`config.mk`:
```
export PLATFORM = sky130hd
export DESIGN_NAME = instruction_fetch
export DESIGN_NICKNAME = d
export VERILOG_FILES = /design/src/rtl/riscv_fetch_pkg.sv /design/src/rtl/fetch_queue.sv /design/src/rtl/instruction_fetch.sv
export SDC_FILE = /design/constraint.sdc
export NUM_CORES = 1
export LEC_CHECK = 0
export CORE_AREA = 2 2 130 132
export DETAILED_ROUTE_END_ITERATION = 6
export DIE_AREA = 0 0 132 134
export PLACE_DENSITY = 0.86
export RECOVER_POWER = 100
export SETUP_SLACK_MARGIN = 0.5
export SLEW_MARGIN = 0
export SYNTH_ARGS = -nofsm -noshare
export SYNTH_HDL_FRONTEND = slang
export SYNTH_SLANG_ARGS = --single-unit
```
`constraint.sdc`:
```
create_clock -name clk -period 2.2 [get_ports clk]
set_clock_uncertainty 0.2 [all_clocks]
set_input_delay 0.33 -clock clk [delete_from_list [all_inputs] [get_ports clk]]
set_output_delay 0.33 -clock clk [all_outputs]
set_load 0.02 [all_outputs]
```
`src/rtl/riscv_fetch_pkg.sv`:
```
// Shared widths, constants and the fetch queue entry layout for the fetch front end.
package riscv_fetch_pkg;

  localparam int INSTR_W = 32;
  localparam int XLEN    = 32;
  localparam logic [XLEN-1:0]    PC_STEP   = 32'd4;
  localparam logic [INSTR_W-1:0] NOP_INSTR = 32'h0000_0013;

  typedef struct packed {
    logic [XLEN-1:0]    pc;
    logic [INSTR_W-1:0] instr;
  } fetch_entry_t;

  // Instruction fetch is word granular; the two byte-offset bits are dropped.
  function automatic logic [XLEN-1:0] align_pc(input logic [XLEN-1:0] pc);
    return {pc[XLEN-1:2], 2'b00};
  endfunction

endpackage

```
`src/rtl/fetch_queue.sv`:
```
// Circular FIFO of {pc, instr} entries between fetch and decode.
// Flush wins over push and pop; the head is read combinationally.
module fetch_queue
  import riscv_fetch_pkg::*;
#(
  parameter  int DEPTH = 2,
  localparam int PTR_W = $clog2(DEPTH),
  localparam int CNT_W = PTR_W + 1
) (
  input  logic               clk,
  input  logic               rst,
  input  logic               push,
  input  logic [XLEN-1:0]    push_pc,
  input  logic [INSTR_W-1:0] push_instr,
  input  logic               pop,
  input  logic               flush,
  output logic [XLEN-1:0]    head_pc,
  output logic [INSTR_W-1:0] head_instr,
  output logic [CNT_W-1:0]   count
);

  fetch_entry_t     mem [DEPTH];
  logic [PTR_W-1:0] rd_ptr;
  logic [PTR_W-1:0] wr_ptr;
  logic             pop_ok;
  logic             push_ok;

  assign pop_ok  = pop && (count != '0);
  // A full queue still accepts a push when the head leaves in the same cycle.
  assign push_ok = push && ((count != CNT_W'(DEPTH)) || pop_ok);

  assign head_pc    = mem[rd_ptr].pc;
  assign head_instr = mem[rd_ptr].instr;

  always_ff @(posedge clk or negedge rst) begin
    if (!rst) begin
      rd_ptr <= '0;
      wr_ptr <= '0;
      count  <= '0;
      for (int i = 0; i < DEPTH; i++) begin
        mem[i] <= '0;
      end
    end else if (flush) begin
      rd_ptr <= '0;
      wr_ptr <= '0;
      count  <= '0;
    end else begin
      if (push_ok) begin
        mem[wr_ptr] <= {push_pc, push_instr};
        wr_ptr      <= wr_ptr + 1'b1;
      end
      if (pop_ok) begin
        rd_ptr <= rd_ptr + 1'b1;
      end
      case ({push_ok, pop_ok})
        2'b10:   count <= count + 1'b1;
        2'b01:   count <= count - 1'b1;
        default: count <= count;
      endcase
    end
  end

endmodule

```
`src/rtl/instruction_fetch.sv`:
```
// Fetch front end: owns the fetch PC, drives instruction memory, queues words for decode.
// Optional misaligned-redirect trap enabled by defining FETCH_MISALIGN_TRAP_EN.
module instruction_fetch
  import riscv_fetch_pkg::*;
#(
  parameter logic [XLEN-1:0] RESET_PC    = 32'h0000_0000,
  parameter int              QUEUE_DEPTH = 2
) (
  input  logic               clk,
  input  logic               rst,
  output logic [XLEN-1:0]    imem_addr,
  input  logic [INSTR_W-1:0] imem_rdata,
  input  logic               redirect_valid,
  input  logic [XLEN-1:0]    redirect_pc,
  output logic               out_valid,
  input  logic               out_ready,
  output logic [INSTR_W-1:0] out_instr,
  output logic [XLEN-1:0]    out_pc,
  output logic               fetch_fault
);

  localparam int CNT_W = $clog2(QUEUE_DEPTH) + 1;

  // Handshake: a queue entry moves to decode on a rising edge where out_valid
  // and out_ready are both high; out_valid never depends on out_ready.
  logic [XLEN-1:0]  fpc;
  logic [CNT_W-1:0] count;
  logic             pop;
  logic             push;
  logic             halted;

  assign imem_addr = fpc;
  assign out_valid = (count != '0);
  assign pop       = out_valid && out_ready;
  assign push      = !redirect_valid && !halted &&
                     ((count != CNT_W'(QUEUE_DEPTH)) || pop);

  always_ff @(posedge clk or negedge rst) begin
    if (!rst) begin
      fpc <= RESET_PC;
    end else if (redirect_valid) begin
      fpc <= align_pc(redirect_pc);
    end else if (push) begin
      fpc <= fpc + PC_STEP;
    end
  end

`ifdef FETCH_MISALIGN_TRAP_EN
  // Sticky until the next redirect; every redirect re-evaluates alignment.
  always_ff @(posedge clk or negedge rst) begin
    if (!rst) begin
      fetch_fault <= 1'b0;
    end else if (redirect_valid) begin
      fetch_fault <= (redirect_pc[1:0] != 2'b00);
    end
  end
  assign halted = fetch_fault;
`else
  assign fetch_fault = 1'b0;
  assign halted      = 1'b0;
`endif

  fetch_queue #(
    .DEPTH (QUEUE_DEPTH)
  ) u_queue (
    .clk        (clk),
    .rst        (rst),
    .push       (push),
    .push_pc    (fpc),
    .push_instr (imem_rdata),
    .pop        (pop),
    .flush      (redirect_valid),
    .head_pc    (out_pc),
    .head_instr (out_instr),
    .count      (count)
  );

endmodule

```
# Word level (Yosys, flattened, before mapping)
# Index checks and enable logic that the tools add are counted.
[totals]
ff_bits = 164
input_bits = 68
elab_cells = 50
[op_classes]
add_sub_neg = 5
n_lt_le_gt_ge = 3
n_eq_ne = 3
muxes = 14
bitwise_logic = 3
reduce_logical = 14
[op_table]
columns = ["op", "count"]
rows = [
  ["$mux W64", 4],
  ["$bwmux W128", 1],
  ["$demux W64 S1", 1],
  ["$mux W32", 2],
  ["$add A32 B3 Y32 const B", 1],
  ["$reduce_bool A2 Y1", 4],
  ["$logic_and A1 B1 Y1", 5],
  ["$ge A2 B2 Y1 const B", 2],
  ["$mux W1", 4],
  ["$not A1 Y2", 2],
  ["$pmux W2 S2", 1],
  ["$reduce_bool A3 Y1", 1],
  ["$add A1 B1 Y1 const B", 2],
  ["$add A2 B1 Y2 const B", 1],
  ["$eq A2 B1 Y1 const B", 1],
  ["$eq A2 B2 Y1 const B", 1],
  ["$logic_or A1 B1 Y1", 2],
  ["$lt A2 B1 Y1 const B", 1],
  ["$mux W2", 1],
  ["$ne A2 B2 Y1 const B", 1],
  ["$reduce_and A2 Y1", 1],
  ["$sub A2 B1 Y2 const B", 1],
  ["$logic_not A1 Y1", 1],
  ["$not A1 Y1", 1],
]

# Longest topological paths before layout
[depth]
word_depth = 8
ltp_mapped = 7
ltp_nobuf = 5

# Modules after synthesis
# From an unflattened synthesis, not the netlist that was laid out.
[unflattened]
hier_cells = 578
hier_area_um2 = 7780.0
[modules_own_cells]
columns = ["mod", "instances", "cells_each", "area_each_um2", "seq_area_each_um2"]
rows = [
  ["fetch_queue", 1, 365, 5913.2, 3303.2],
  ["instruction_fetch", 1, 213, 1866.8, 750.7],
]

# Least setup slack after synthesis
# OpenSTA, ideal clock, no wires.
[synth_path]
kind = "reg2reg"
start = "register fpc[2] (netlist: imem_addr[2])"
end = "register fpc[26] (netlist: imem_addr[26])"
setup_ns = 0.082
t_arrival_ns = 2.137
slack_ns = -0.219
stages_incl_launch_ff = 7
path_buffers = 1
synth_period_minus_slack_ns = 2.419
cell_sequence = "dfrtp_1 > ha_1 > inv_1 > or4b_4 > buf_6 > or4_1 > a31oi_1"
[synth_via]
elab_chain_len = 3
[synth_rtl]
columns = ["item", "line", "rtl"]
rows = [
  ["from (decl)", "instruction_fetch.sv:26", "logic [XLEN-1:0] fpc;"],
  ["from (signal assigned)", "instruction_fetch.sv:42", "fpc <= align_pc(redirect_pc);"],
  ["from (signal assigned)", "instruction_fetch.sv:44", "fpc <= fpc + PC_STEP;"],
  ["$add A32 B3 Y32", "instruction_fetch.sv:44", ""],
  ["$mux W32", "instruction_fetch.sv:43", "end else if (push) begin"],
  ["$mux W32", "instruction_fetch.sv:41", "end else if (redirect_valid) begin"],
]
# No other way between the ends. The select of a mux whose other input is x is not followed.
# A chain may end at the register's enable or synchronous reset.

# Worst setup path in the final report
[layout_path]
start = "register fpc[9] (netlist: imem_addr[9])"
end = "register fpc[29] (netlist: imem_addr[29])"
# Same word-level chain as after synthesis.

==> flow_metrics.tcl <==
set metrics [dict create \
    cp-startpoint "imem_addr[9]" \
    p_clk_share_pct 28.0 \
    drv_cap 0 \
    reg2regPathDepth 5 \
    ys_seq_elements 158 \
    drive_gt1_share_pct 56.2 \
    synth_compound_area_share_pct 4.26 \
    io_buffers 158 \
    grt_pass1_vias 6235 \
    reg2reg_from "imem_addr[9]" \
    slew-limit-headroom_pct 9.27 \
    die-height_um 134 \
    firstDrtPassIters 5 \
    routedWlPerCell_um 23.3 \
    hpwl_um 12700 \
    yosysSeqAreaShare_pct 54.0 \
    slowest_delay_ps 610 \
    wl_um 24500 \
    synth-edff-count 0 \
    path_cells "nand4_1 > or4_4 > buf_6 > or4_4 > a31oi_2" \
    netSwitchingFraction_pct 30.4 \
    ir_drop_uv 697 \
    gp_congestion 0.844 \
    grt_pass1_wl_um 35100 \
    crit_buf_inv 1 \
    vias 5943 \
    synth_area_leaders "dfrtp_1 (54%), mux2_2 (29%), a31oi_1 (1.5%)" \
    cp-start-kind "flop" \
    rows 47 \
    drc_errors 0 \
    synthXorXnorAreaFrac_pct 1.56 \
    synth_commonest_cells "mux2_2 (186), dfrtp_1 (158), nand2_1 (26)" \
    finalPower_uw 11600 \
    hold_ws_ps 263 \
    worst_pin_slew_ps 1360 \
    yosys.area_share.simple_pct 8.19 \
    antenna_found_initial 0 \
    end_kind "flop" \
    clockBufferDepth 2 \
    coreArea_um2 16300 \
    via_per_inst 5.64 \
    track_usage_pct 25.5 \
    fp.dieW_um 132 \
    critical_path_arrival_ps 2480 \
    final_net_count 890 \
    rsz0062_at_grt "yes" \
    synthCells 561 \
    cts-root-buf "clkbuf_16" \
    syn2layout_area_growth_pct 63.4 \
    die_area_um2 17700 \
    cts_made_buffers 17 \
    dp_slack_ps -425 \
    ff2ff_setup_slack_ps -130 \
    finalCriticalPeriod_ps 2330 \
    regArea_um2 3970 \
    yosysMostFrequentCell "mux2_2" \
    p_int_uw 8040 \
    seqPwrFrac_pct 34.9 \
    hold_class "in -> reg" \
    ys_types 43 \
    status "finished, violations left" \
    synth_mux_area_share_pct 28.8 \
    p_leak_uw 0.00530 \
    synth_top_family_by_area "multiplexers" \
    ys_async_sr_fraction_pct 100 \
    reg2reg_to "imem_addr[29]" \
    drtIter0Drc 380 \
    slew_violations 0 \
    post-route-worst-setup-slack_ps -128 \
    cts_tree "yes" \
    cts_sinks 158 \
    crit_family "simple AND/OR/NAND/NOR gates" \
    setup-violations-final 36 \
    p_per_area_nw_per_um2 967 \
    overflow 0 \
    worstSkewPairLatency_ps 430 \
    clk_pin_slew_worst_paths_ps 70 \
    synth_warnings 0 \
    ctsHtreeMaxLevel 4 \
    mappedNetlistArea_um2 7320 \
    synth_area_leader_cell "dfrtp_1" \
    timing.fmax_mhz 429 \
    grt_max_degree 59 \
    path_depth 5 \
    period_share_pct 106 \
    p_comb_share_pct 37.1 \
    netlist.area_leader.share_pct 54.0 \
    synth_adder_area_share_pct 0.171 \
    worst_path_most_repeated_cell "or4_4" \
    required_ps 2350 \
    fillers 968 \
    syn-mean-instance-area_um2 13.0 \
    crit_path_max_fanout 6 \
    ios 166 \
    crit_path_top_delay_cell "or4_4" \
    drt.antenna.violating_nets 0 \
    violations "negative setup slack" \
    p_sw_uw 3520 \
    critical_path.endpoint "imem_addr[29]" \
    multiInputGateArea_um2 4010 \
    start_util_pct 44.9 \
    finalHoldViolCount 0 \
    ys_dominant_reg_cell "dfrtp_1" \
    antenna_cells 0 \
    critPathKind "reg -> reg" \
]
==> worst min-delay path by stage <==
stage                    start               to  slack, ps  depth (start not counted)
2_1_floorplan              rst    imem_addr[10]       -170                          0
3_3_place_gp               rst  u_queue.mem[44]        140                          1
3_5_place_dp               rst  u_queue.mem[44]        150                          1
4_1_cts        redirect_pc[24]    imem_addr[24]        240                          3
5_1_grt        redirect_pc[24]    imem_addr[24]        270                          3
6_report        redirect_pc[7]     imem_addr[7]        260                          3
==> tightest hold or removal path, cell delays in order <==
cell             delay, ps
clkdlybuf4s50_1        400
nand2_1                 60
o21ai_0                 70
==> area by class of cell <==
| class | count | area share, % |
|---|---|---|
| timing repair buffer | 276 | 25.4 |
| sequential | 158 | 33.2 |
| tap | 220 | 2.30 |
| multi-input combinational | 362 | 33.5 |
| clock inverter | 14 | 1.73 |
| inverter | 6 | 0.188 |
| clock buffer | 18 | 3.67 |
==> per-stage QoR <==
| step | std cells | TNS [ps] | area (µm²) | utilization, % |
|---|---|---|---|---|
| floorplan | 565 | -404 | 7690 | - |
| global placement | 952 | -32880 | 9630 | 59.1 |
| detailed placement | 952 | -35900 | 9630 | 59.1 |
| CTS | 1031 | -2910 | 11200 | 68.7 |
| global route | 1054 | -5210 | 12000 | 73.4 |
| finish | 1054 | -2170 | 12000 | 73.4 |
==> routing by layer <==
metal	global-route usage (%)	share of wire, %
met5	0	0
met4	8.15	2.2
met3	6.76	5.5
met2	42.6	52
met1	32.6	40
==> logic make-up (layout without fill, tap and decap cells) <==
family | count (synthesis) | count (layout)
mux | 187 | 187
flops | 158 | 158
simple gates | 106 | 107
compound gates | 49 | 49
buf+inv | 46 | 314
xor+xnor | 13 | 13
fa+ha+maj | 1 | 1
other cells | 1 | 5
==> power by group through the flow <==
stage          Sequential, µW  Combinational [µW]  Clock (µW)
2_1_floorplan            3940                1890           0
3_3_place_gp             3920                3120           0
3_5_place_dp             4000                3210           0
4_1_cts                  3960                3670        3260
5_1_grt                  4090                4490        3410
6_report                 4040                4280        3240
==> layout by cell type, fill, tap and decap left out, types with 14 or more instances in the layout <==
cell type,count
mux2_4,160
dfrtp_1,145
buf_6,91
clkdlybuf4s50_1,62
buf_4,51
mux2_2,26
nand2_1,24
clkbuf_16,24
nor2_1,22
a31oi_1,16
clkbuf_1,14
==> repair_timing <==
item                                   4_1_cts  5_1_grt
hold buffers                                 1        0
gates cloned                                13        7
pin swaps                                   16       37
endpoints found under the hold margin       55        0
setup endpoints to repair                  243      236
resized for setup                          531      243
setup buffers                               33       16
==> state kept, by name, summed over array words and instances (netlist names) <==
signal,flops
u_queue.count,2
u_queue.wr_ptr,1
imem_addr,30
u_queue.rd_ptr,1
u_queue.mem,124
No activity file was read; power rests on OpenSTA's default activity.
